File: src/rtl/uart_frame_receiver.sv
// Host-to-FPGA frame decoder: SOF, TYPE, payload, XOR checksum.
// Board loads commit atomically; commands publish as a one-cycle strobe.
module uart_frame_receiver #(
    parameter logic [7:0]  SOF_BYTE       = 8'hAA,
    parameter logic [7:0]  TYPE_BOARD     = 8'h01,
    parameter logic [7:0]  TYPE_CMD       = 8'h02,
    parameter int unsigned TIMEOUT_CYCLES = 1000000
) (
    input  logic         clock,
    input  logic         reset,
    input  logic         rx_valid,
    input  logic [7:0]   rx_data,
    input  logic         rx_error,
    output logic [323:0] board_out,
    output logic         board_valid,
    output logic         cmd_valid,
    output logic [7:0]   cmd_code,
    output logic [7:0]   cmd_arg,
    output logic         frame_error,
    output logic         busy
);

    localparam int TW = $clog2(TIMEOUT_CYCLES + 1);

    typedef enum logic [1:0] {
        S_WAIT_SOF,
        S_TYPE,
        S_PAYLOAD,
        S_CHECK
    } state_e;

    state_e         state_q, state_d;
    logic           is_board_q, is_board_d;
    logic [6:0]     cnt_q, cnt_d;
    logic [7:0]     chk_q, chk_d;
    logic           bad_q, bad_d;
    logic [323:0]   stage_q, stage_d;
    logic [7:0]     code_stg_q, code_stg_d;
    logic [7:0]     arg_stg_q, arg_stg_d;
    logic [TW-1:0]  tmo_q, tmo_d;
    logic [TW-1:0]  tmo_inc;
    logic [323:0]   board_q, board_d;
    logic           bv_q, bv_d;
    logic           cv_q, cv_d;
    logic [7:0]     code_q, code_d;
    logic [7:0]     arg_q, arg_d;
    logic           ferr_q, ferr_d;
    logic [6:0]     last_idx;

    assign tmo_inc  = tmo_q + TW'(1);
    assign last_idx = is_board_q ? 7'd80 : 7'd1;

    always_comb begin
        state_d    = state_q;
        is_board_d = is_board_q;
        cnt_d      = cnt_q;
        chk_d      = chk_q;
        bad_d      = bad_q;
        stage_d    = stage_q;
        code_stg_d = code_stg_q;
        arg_stg_d  = arg_stg_q;
        tmo_d      = tmo_q;
        board_d    = board_q;
        code_d     = code_q;
        arg_d      = arg_q;
        bv_d       = 1'b0;
        cv_d       = 1'b0;
        ferr_d     = 1'b0;

        if (state_q == S_WAIT_SOF) begin
            tmo_d = '0;
            if (rx_valid && rx_data == SOF_BYTE) begin
                state_d = S_TYPE;
            end
        end else if (rx_error) begin
            ferr_d  = 1'b1;
            state_d = S_WAIT_SOF;
            tmo_d   = '0;
            stage_d = '0;
        end else if (!rx_valid) begin
            // A byte arriving in the expiry cycle takes the other branch.
            if (tmo_inc == TW'(TIMEOUT_CYCLES)) begin
                ferr_d  = 1'b1;
                state_d = S_WAIT_SOF;
                tmo_d   = '0;
                stage_d = '0;
            end else begin
                tmo_d = tmo_inc;
            end
        end else begin
            tmo_d = '0;
            unique case (state_q)
                S_TYPE: begin
                    cnt_d = '0;
                    chk_d = rx_data;
                    bad_d = 1'b0;
                    if (rx_data == TYPE_BOARD) begin
                        is_board_d = 1'b1;
                        state_d    = S_PAYLOAD;
                    end else if (rx_data == TYPE_CMD) begin
                        is_board_d = 1'b0;
                        state_d    = S_PAYLOAD;
                    end else begin
                        ferr_d  = 1'b1;
                        state_d = S_WAIT_SOF;
                    end
                end
                S_PAYLOAD: begin
                    chk_d = chk_q ^ rx_data;
                    cnt_d = cnt_q + 7'd1;
                    if (is_board_q) begin
                        stage_d[{cnt_q, 2'b00} +: 4] = rx_data[3:0];
                        if (rx_data > 8'h09) begin
                            bad_d = 1'b1;
                        end
                    end else if (cnt_q == 7'd0) begin
                        code_stg_d = rx_data;
                    end else begin
                        arg_stg_d = rx_data;
                    end
                    if (cnt_q == last_idx) begin
                        state_d = S_CHECK;
                    end
                end
                S_CHECK: begin
                    state_d = S_WAIT_SOF;
                    if (rx_data == chk_q && !bad_q) begin
                        if (is_board_q) begin
                            board_d = stage_q;
                            bv_d    = 1'b1;
                        end else begin
                            code_d = code_stg_q;
                            arg_d  = arg_stg_q;
                            cv_d   = 1'b1;
                        end
                    end else begin
                        ferr_d = 1'b1;
                    end
                end
                default: state_d = S_WAIT_SOF;
            endcase
        end
    end

    always_ff @(posedge clock) begin
        if (reset) begin
            state_q    <= S_WAIT_SOF;
            is_board_q <= 1'b0;
            cnt_q      <= '0;
            chk_q      <= '0;
            bad_q      <= 1'b0;
            stage_q    <= '0;
            code_stg_q <= '0;
            arg_stg_q  <= '0;
            tmo_q      <= '0;
            board_q    <= '0;
            bv_q       <= 1'b0;
            cv_q       <= 1'b0;
            code_q     <= '0;
            arg_q      <= '0;
            ferr_q     <= 1'b0;
        end else begin
            state_q    <= state_d;
            is_board_q <= is_board_d;
            cnt_q      <= cnt_d;
            chk_q      <= chk_d;
            bad_q      <= bad_d;
            stage_q    <= stage_d;
            code_stg_q <= code_stg_d;
            arg_stg_q  <= arg_stg_d;
            tmo_q      <= tmo_d;
            board_q    <= board_d;
            bv_q       <= bv_d;
            cv_q       <= cv_d;
            code_q     <= code_d;
            arg_q      <= arg_d;
            ferr_q     <= ferr_d;
        end
    end

    assign board_out   = board_q;
    assign board_valid = bv_q;
    assign cmd_valid   = cv_q;
    assign cmd_code    = code_q;
    assign cmd_arg     = arg_q;
    assign frame_error = ferr_q;
    assign busy        = (state_q != S_WAIT_SOF);

endmodule

File: config.mk
export PLATFORM = sky130hd
export DESIGN_NAME = uart_frame_receiver
export DESIGN_NICKNAME = d
export VERILOG_FILES = /design/src/rtl/uart_frame_receiver.sv
export SDC_FILE = /design/constraint.sdc
export NUM_CORES = 2
export LEC_CHECK = 0
export CAP_MARGIN = 20
export CORE_MARGIN = 2
export CORE_UTILIZATION = 50
export CTS_CLUSTER_DIAMETER = 80
export DETAILED_ROUTE_END_ITERATION = 10
export HOLD_SLACK_MARGIN = 0.06
export PLACE_DENSITY = 0.73
export SYNTH_ARGS = -nofsm -noshare
export SYNTH_HDL_FRONTEND = slang
export SYNTH_SLANG_ARGS = --single-unit
export TNS_END_PERCENT = 5
File: constraint.sdc
create_clock -name clock -period 6.8 [get_ports clock]
set_clock_uncertainty 0.1 [all_clocks]
set_input_delay 2.04 -clock clock [delete_from_list [all_inputs] [get_ports clock]]
set_output_delay 2.04 -clock clock [all_outputs]
set_load 0.05 [all_outputs]
=== Word level (Yosys, flattened, before mapping) ===
Cells that the tools add are included.

* Bits in registers: 722
* Input port bits: 12
* Output and inout bits: 344
* Word-level logic and storage cells: 98

* Add/sub/neg operators: 3
* Magnitude comparators: 1
* Equality and inequality tests: 15
* Shifts and indexed selects: 2
* Multiplexer cells: 32
* Bitwise logic cells: 8
* Reduce and logical (&&, ||, !) cells: 22

{| class="wikitable"
|+ Operator list
! operator !! count
|-
| two-way mux 324 bit || 5
|-
| bitwise mux 324 bit || 1
|-
| variable shift 4 x 11 -> 324 bit (first input constant) || 1
|-
| indexed part select 4 x 11 -> 324 bit || 1
|-
| AND reduction 6 bit || 5
|-
| adder 20 x 1 -> 20 bit (second input constant) || 1
|-
| equality test 20 bit (second input constant) || 1
|-
| two-way mux 2 bit || 8
|-
| case mux 8 bit (2 select lines) || 1
|-
| case mux 7 bit (2 select lines) || 1
|-
| two-way mux 1 bit || 12
|-
| negator 9 -> 11 bit || 1
|-
| equality test 8 x 1 -> 1 bit (second input constant) || 1
|-
| equality test 8 x 2 -> 1 bit (second input constant) || 1
|-
| equality test 8 bit || 1
|-
| equality test 8 bit (second input constant) || 1
|-
| > comparator 8 x 4 -> 1 bit (second input constant) || 1
|-
| AND reduction 4 bit || 2
|-
| bitwise XOR 8 bit || 1
|-
| adder 7 x 1 -> 7 bit (second input constant) || 1
|-
| equality test 7 bit || 1
|-
| logical NOT 7 bit || 1
|-
| two-way mux 7 bit || 1
|-
| NOT 1 bit || 7
|-
| other kinds (19) || 26
|}

=== Logic depth before layout (Yosys ltp) ===
* Depth after elaboration: 7
* Mapped depth: 15
* Gate-level depth less buffers: 9

=== Worst setup path before layout ===
Ideal clock, no wire load.

* Path kind: input -> register
* Start point: input port rx_data[2]
* End point: register arg_q[5] (netlist: cmd_arg[5])
* Setup time: 0.128 ns
* Arrival time: 3.994 ns
* Data required time: 6.572 ns
* Setup slack: 2.579 ns
* Stages on the path: 10
* Buffers on the path: 3
* Cells stage by stage: clkbuf_1 > xnor2_1 > nand3_1 > nor4_1 > and3_1 > nor2b_1 > clkbuf_1 > buf_2 > mux2i_1 > nor2_1

* Cells in the longest elaborated chain, start to end: 3

{| class="wikitable"
|+ Ends and longest elaborated chain
! element !! RTL line !! source
|-
| from (decl) || 12 || <nowiki>input logic [7:0] rx_data,</nowiki>
|-
| equality test 8 bit || 127 || <nowiki>if (rx_data == chk_q && !bad_q) begin</nowiki>
|-
| logical AND 1 bit || 127 ||
|-
| AND reduction 6 bit (no source line) || -- ||
|-
| to (signal assigned) || 176 || <nowiki>arg_q <= arg_d;</nowiki>
|-
| to (decl) || 46 || <nowiki>logic [7:0] arg_q, arg_d;</nowiki>
|}

Every way passes these cells.
A chain may end at the register's enable or synchronous reset.

=== Worst setup path in the final report ===
* Start point: register cnt_q[0]
* End point: register stage_q[47]

* Cells in the longest elaborated chain, start to end: 7
* Elaborated cells on any way between the ends: 8
* Classes of those cells: add/sub: 1; shift: 2; mux: 5

{| class="wikitable"
|+ Ends and longest elaborated chain
! element !! RTL line !! source
|-
| from (decl) || 34 || <nowiki>logic [6:0] cnt_q, cnt_d;</nowiki>
|-
| from (signal assigned) || 165 || <nowiki>cnt_q <= cnt_d;</nowiki>
|-
| negator 9 -> 11 bit * || 112 || <nowiki>stage_d[{cnt_q, 2'b00} +: 4] = rx_data[3:0];</nowiki>
|-
| indexed part select 4 x 11 -> 324 bit / variable shift 4 x 11 -> 324 bit (equally long branches) || 112 ||
|-
| bitwise mux 324 bit * || 112 ||
|-
| two-way mux 324 bit * || 111 || <nowiki>if (is_board_q) begin</nowiki>
|-
| two-way mux 324 bit * || 92 || <nowiki>unique case (state_q)</nowiki>
|-
| two-way mux 324 bit * || 80 || <nowiki>end else if (!rx_valid) begin</nowiki>
|-
| two-way mux 324 bit * || 75 || <nowiki>end else if (rx_error) begin</nowiki>
|-
| to (signal assigned) || 168 || <nowiki>stage_q <= stage_d;</nowiki>
|-
| to (decl) || 37 || <nowiki>logic [323:0] stage_q, stage_d;</nowiki>
|}

Mark *: on every way between the ends. The rest lies on a longest branch, timed or not. The select of a mux whose other input is x is not followed.

==> qor.json <==
{
  "outcome": {
    "run_status": "completed"
  },
  "critical_path": {
    "biggest_cell_delay_along_the_critical_path_ps": 820,
    "worstPathArrival_ps": 5430,
    "rr_startpoint": "cnt_q[0]",
    "timing.reg2reg.worst_path_depth": 9,
    "worst-endpoint-required_ps": 7170,
    "worstSetupStartpointType": "flip-flop",
    "critical_path.endpoint_type": "flip-flop",
    "critPathBufInv": 2,
    "cp_slowest_cell": "dfxtp_1",
    "setup.worst_path.class": "flip-flop to flip-flop",
    "r2r-end": "stage_q[47]",
    "crit_chain": "inv_1 -> ha_1 -> xnor2_1 -> nand2_1 -> buf_4 -> nor2_1 -> a21oi_1 -> a31oi_1 -> o21ai_0",
    "crit_fanout": 19,
    "cp_top_family": "simple AND/OR/NAND/NOR gates",
    "worst-r2r-setup-slack_ps": 1740
  },
  "clocking": {
    "cts_buffers": 74,
    "register_clock_pin_slew_on_the_reported_worst_setup_and_hold_paths_ps": 60,
    "root_buffer": "clkbuf_16",
    "post_cts_resized": 0,
    "cts_tree": "yes",
    "clock_sinks": 722,
    "cts-root-to-sink-buffers": 3,
    "buffer_count_from_post_cts_setup_fixing": 0,
    "ctsHoldBuffers": 0,
    "cts-htree-levels": 3,
    "clock_insertion_delay_worst_skew_ps": 630
  },
  "hold_path": {
    "hold_path_startpoint": "stage_q[43]",
    "hold-path-endpoint": "board_out[43]",
    "timing.hold.worst_path_depth": 2,
    "worstHoldPathType": "flip-flop to flip-flop"
  },
  "die": {
    "dieArea_um2": 58770,
    "placementRows": 87,
    "ios": 356,
    "die_width_um": 242.4,
    "start_util_pct": 50.51,
    "die_h_um": 242.4,
    "core-area_um2": 56280
  },
  "placed_design": {
    "place.port_buffers": 355,
    "gp_routability_congestion": 1.002,
    "placed_wire_length_estimate_after_detailed_placement_um": 66030,
    "place_inst": 4331
  },
  "logic_synthesis": {
    "synth_area_per_cell_um2": 8.326,
    "synth.yosys.warnings": 0,
    "synthesized_netlist_cell_count": 3414,
    "syn-num-nets": 3436,
    "postSynthRegisterBits": 722,
    "yosysSeqAreaShare_pct": 50.85,
    "syn_area_um2": 28430,
    "synth_cell_type_count": 79,
    "synth-edff-count": 0,
    "synthArstFlopShare_pct": 0,
    "synth_flop_cell": "dfxtp_1"
  },
  "global_routing": {
    "first_global_vias": 24320,
    "grt_first_pass_wirelength_um": 146000,
    "maximum_number_of_pins_on_one_net_before_global_route_repair": 104,
    "gr-usage-all-layers_pct": 31.68,
    "total_global_routing_overflow": 0,
    "grt_antenna_before_repair": 0
  },
  "detailed_routing": {
    "detail_route.first_pass.iterations": 6,
    "routed-via-count": 26450,
    "post-route-drc-count": 0,
    "wl_per_cell_um": 21.73,
    "drt.antenna.violating_nets": 0,
    "routed_wirelength_um": 97070,
    "drt_iter0_markers": 3091,
    "vias_per_cell": 5.922
  },
  "timing": {
    "hold_viol": 0,
    "slew_headroom_pct": 15.21,
    "fin_crit_ps": 5056,
    "setup_repair_after_global_routing_missed_its_margin": "false",
    "tightest_slew_ps": 1267,
    "min_period_over_period_pct": 74.35,
    "timing_max_transition_violations_final": 0,
    "setup-violations-final": 0,
    "final.setup.tns_ps": 0,
    "maxClockFrequency_mhz": 197.8
  },
  "cells_and_area": {
    "final-instance-count-excl-fill": 4466,
    "layout_commonest_cell": "nand2_1",
    "syn_to_final_growth_pct": 23.22,
    "n_fill_cell": 4966,
    "finish.net_count": 3676,
    "final_cell_mix": "nand2_1, dfxtp_1, a21oi_1",
    "layout-drive-gt1-share_pct": 6.552
  },
  "run": {
    "max_cap_viol_count": 0
  },
  "pwr": {
    "total_leakage_power_nw": 11.47,
    "power-per-cell-area_nw_per_um2": 245.6,
    "ir_worst_vdd_mv": 0.1733
  }
}
==> power by group <==
part / total (W) / switching (W) / internal (W)
Clock: 0.00413 / 0.00171 / 0.00242
Sequential: 0.00423 / 0.00000257 / 0.00423
Combinational: 0.000238 / 0.000183 / 0.0000551
Total: 0.00860 / 0.00190 / 0.00671
==> through the flow <==
step                hold slack [ps]  cell area [um2]  setup slack [ps]  total power, W  util, %
floorplan                     326.4            28430              2579        0.004480        -
global placement              338.6            32520              1601        0.004554    57.78
detailed placement            341.4            32530              1386        0.004555    57.80
CTS                           338.7            34990              1941        0.008637    62.17
global route                  364.8            35020              1522        0.008831    62.23
finish                        333.2            35030              1744        0.008604    62.24
==> kinds of logic (layout without fill, tap and decap cells) <==
family          Yosys count  in the layout  synth area share (%)
fa+ha+maj                10             10                0.4402
compound gates          932            932                 20.92
buf+inv                 348            643                 4.807
other cells               0              1                     0
simple gates           1290           1290                 19.18
xor+xnor                 38             38                 1.197
flops                   722            722                 50.85
mux                      74             74                 2.610
==> worst max path at each step <==
stage	from	endpoint	slack [ps]	cells past startpoint
after global placement	rx_data[2]	board_out[98]	1600	10
after global routing	cnt_q[0]	stage_q[47]	1520	9
after detailed placement	rx_data[2]	board_out[98]	1390	10
after CTS	cnt_q[0]	stage_q[47]	1940	9
after floorplan	rx_data[2]	cmd_arg[5]	2580	10
final	cnt_q[0]	stage_q[47]	1740	9
==> layer usage <==
layer / global-route usage, % / vias to the layer above / part of all wire [%]
met5: 0 / - / 0
met4: 14.49 / 0 / 4.2
met3: 8.430 / 238 / 10
li1: - / 12370 / -
met1: 41.76 / 12530 / 42
met2: 48.52 / 1315 / 44
==> layout make-up <==
cell class,instances,area (um2),area share [%]
antenna,1,2.502,0.007144
clock buffer,106,2133,6.091
clock inverter,25,327.8,0.9359
inverter,89,334.1,0.9538
multi-input combinational,2344,12680,36.21
sequential,722,14450,41.27
tap,756,945.9,2.701
timing repair buffer,423,4146,11.84
==> worst reg2reg max path, cell delays in order (launching register included) <==
cell and delay, ps:
dfxtp_1 820, inv_1 330, ha_1 440, xnor2_1 810
nand2_1 540, buf_4 360, nor2_1 790, a21oi_1 140
a31oi_1 440, o21ai_0 140
==> registers in the layout (all words and copies together) (netlist names) <==
signal       cells
tmo_q           20
frame_error      1
board_valid      1
state_q          2
chk_q            8
cmd_valid        1
code_stg_q       8
is_board_q       1
cmd_arg          8
stage_q        324
cnt_q            7
arg_stg_q        8
bad_q            1
cmd_code         8
board_out      324
==> cells in the mapped netlist, types with 48 or more instances <==
| master | count | area (um2) |
|---|---|---|
| mux2i_1 | 73 | 730.7 |
| a22o_1 | 96 | 840.8 |
| dfxtp_1 | 722 | 14450 |
| clkbuf_1 | 211 | 792.0 |
| nand2_1 | 840 | 3153 |
| a31oi_1 | 59 | 369.1 |
| a21oi_1 | 404 | 2022 |
| inv_1 | 88 | 330.3 |
| nor3_1 | 48 | 240.2 |
| nand3_1 | 86 | 430.4 |
| nor2_1 | 167 | 626.9 |
| o21ai_0 | 117 | 585.6 |
No activity file was read; power rests on OpenSTA's default activity.
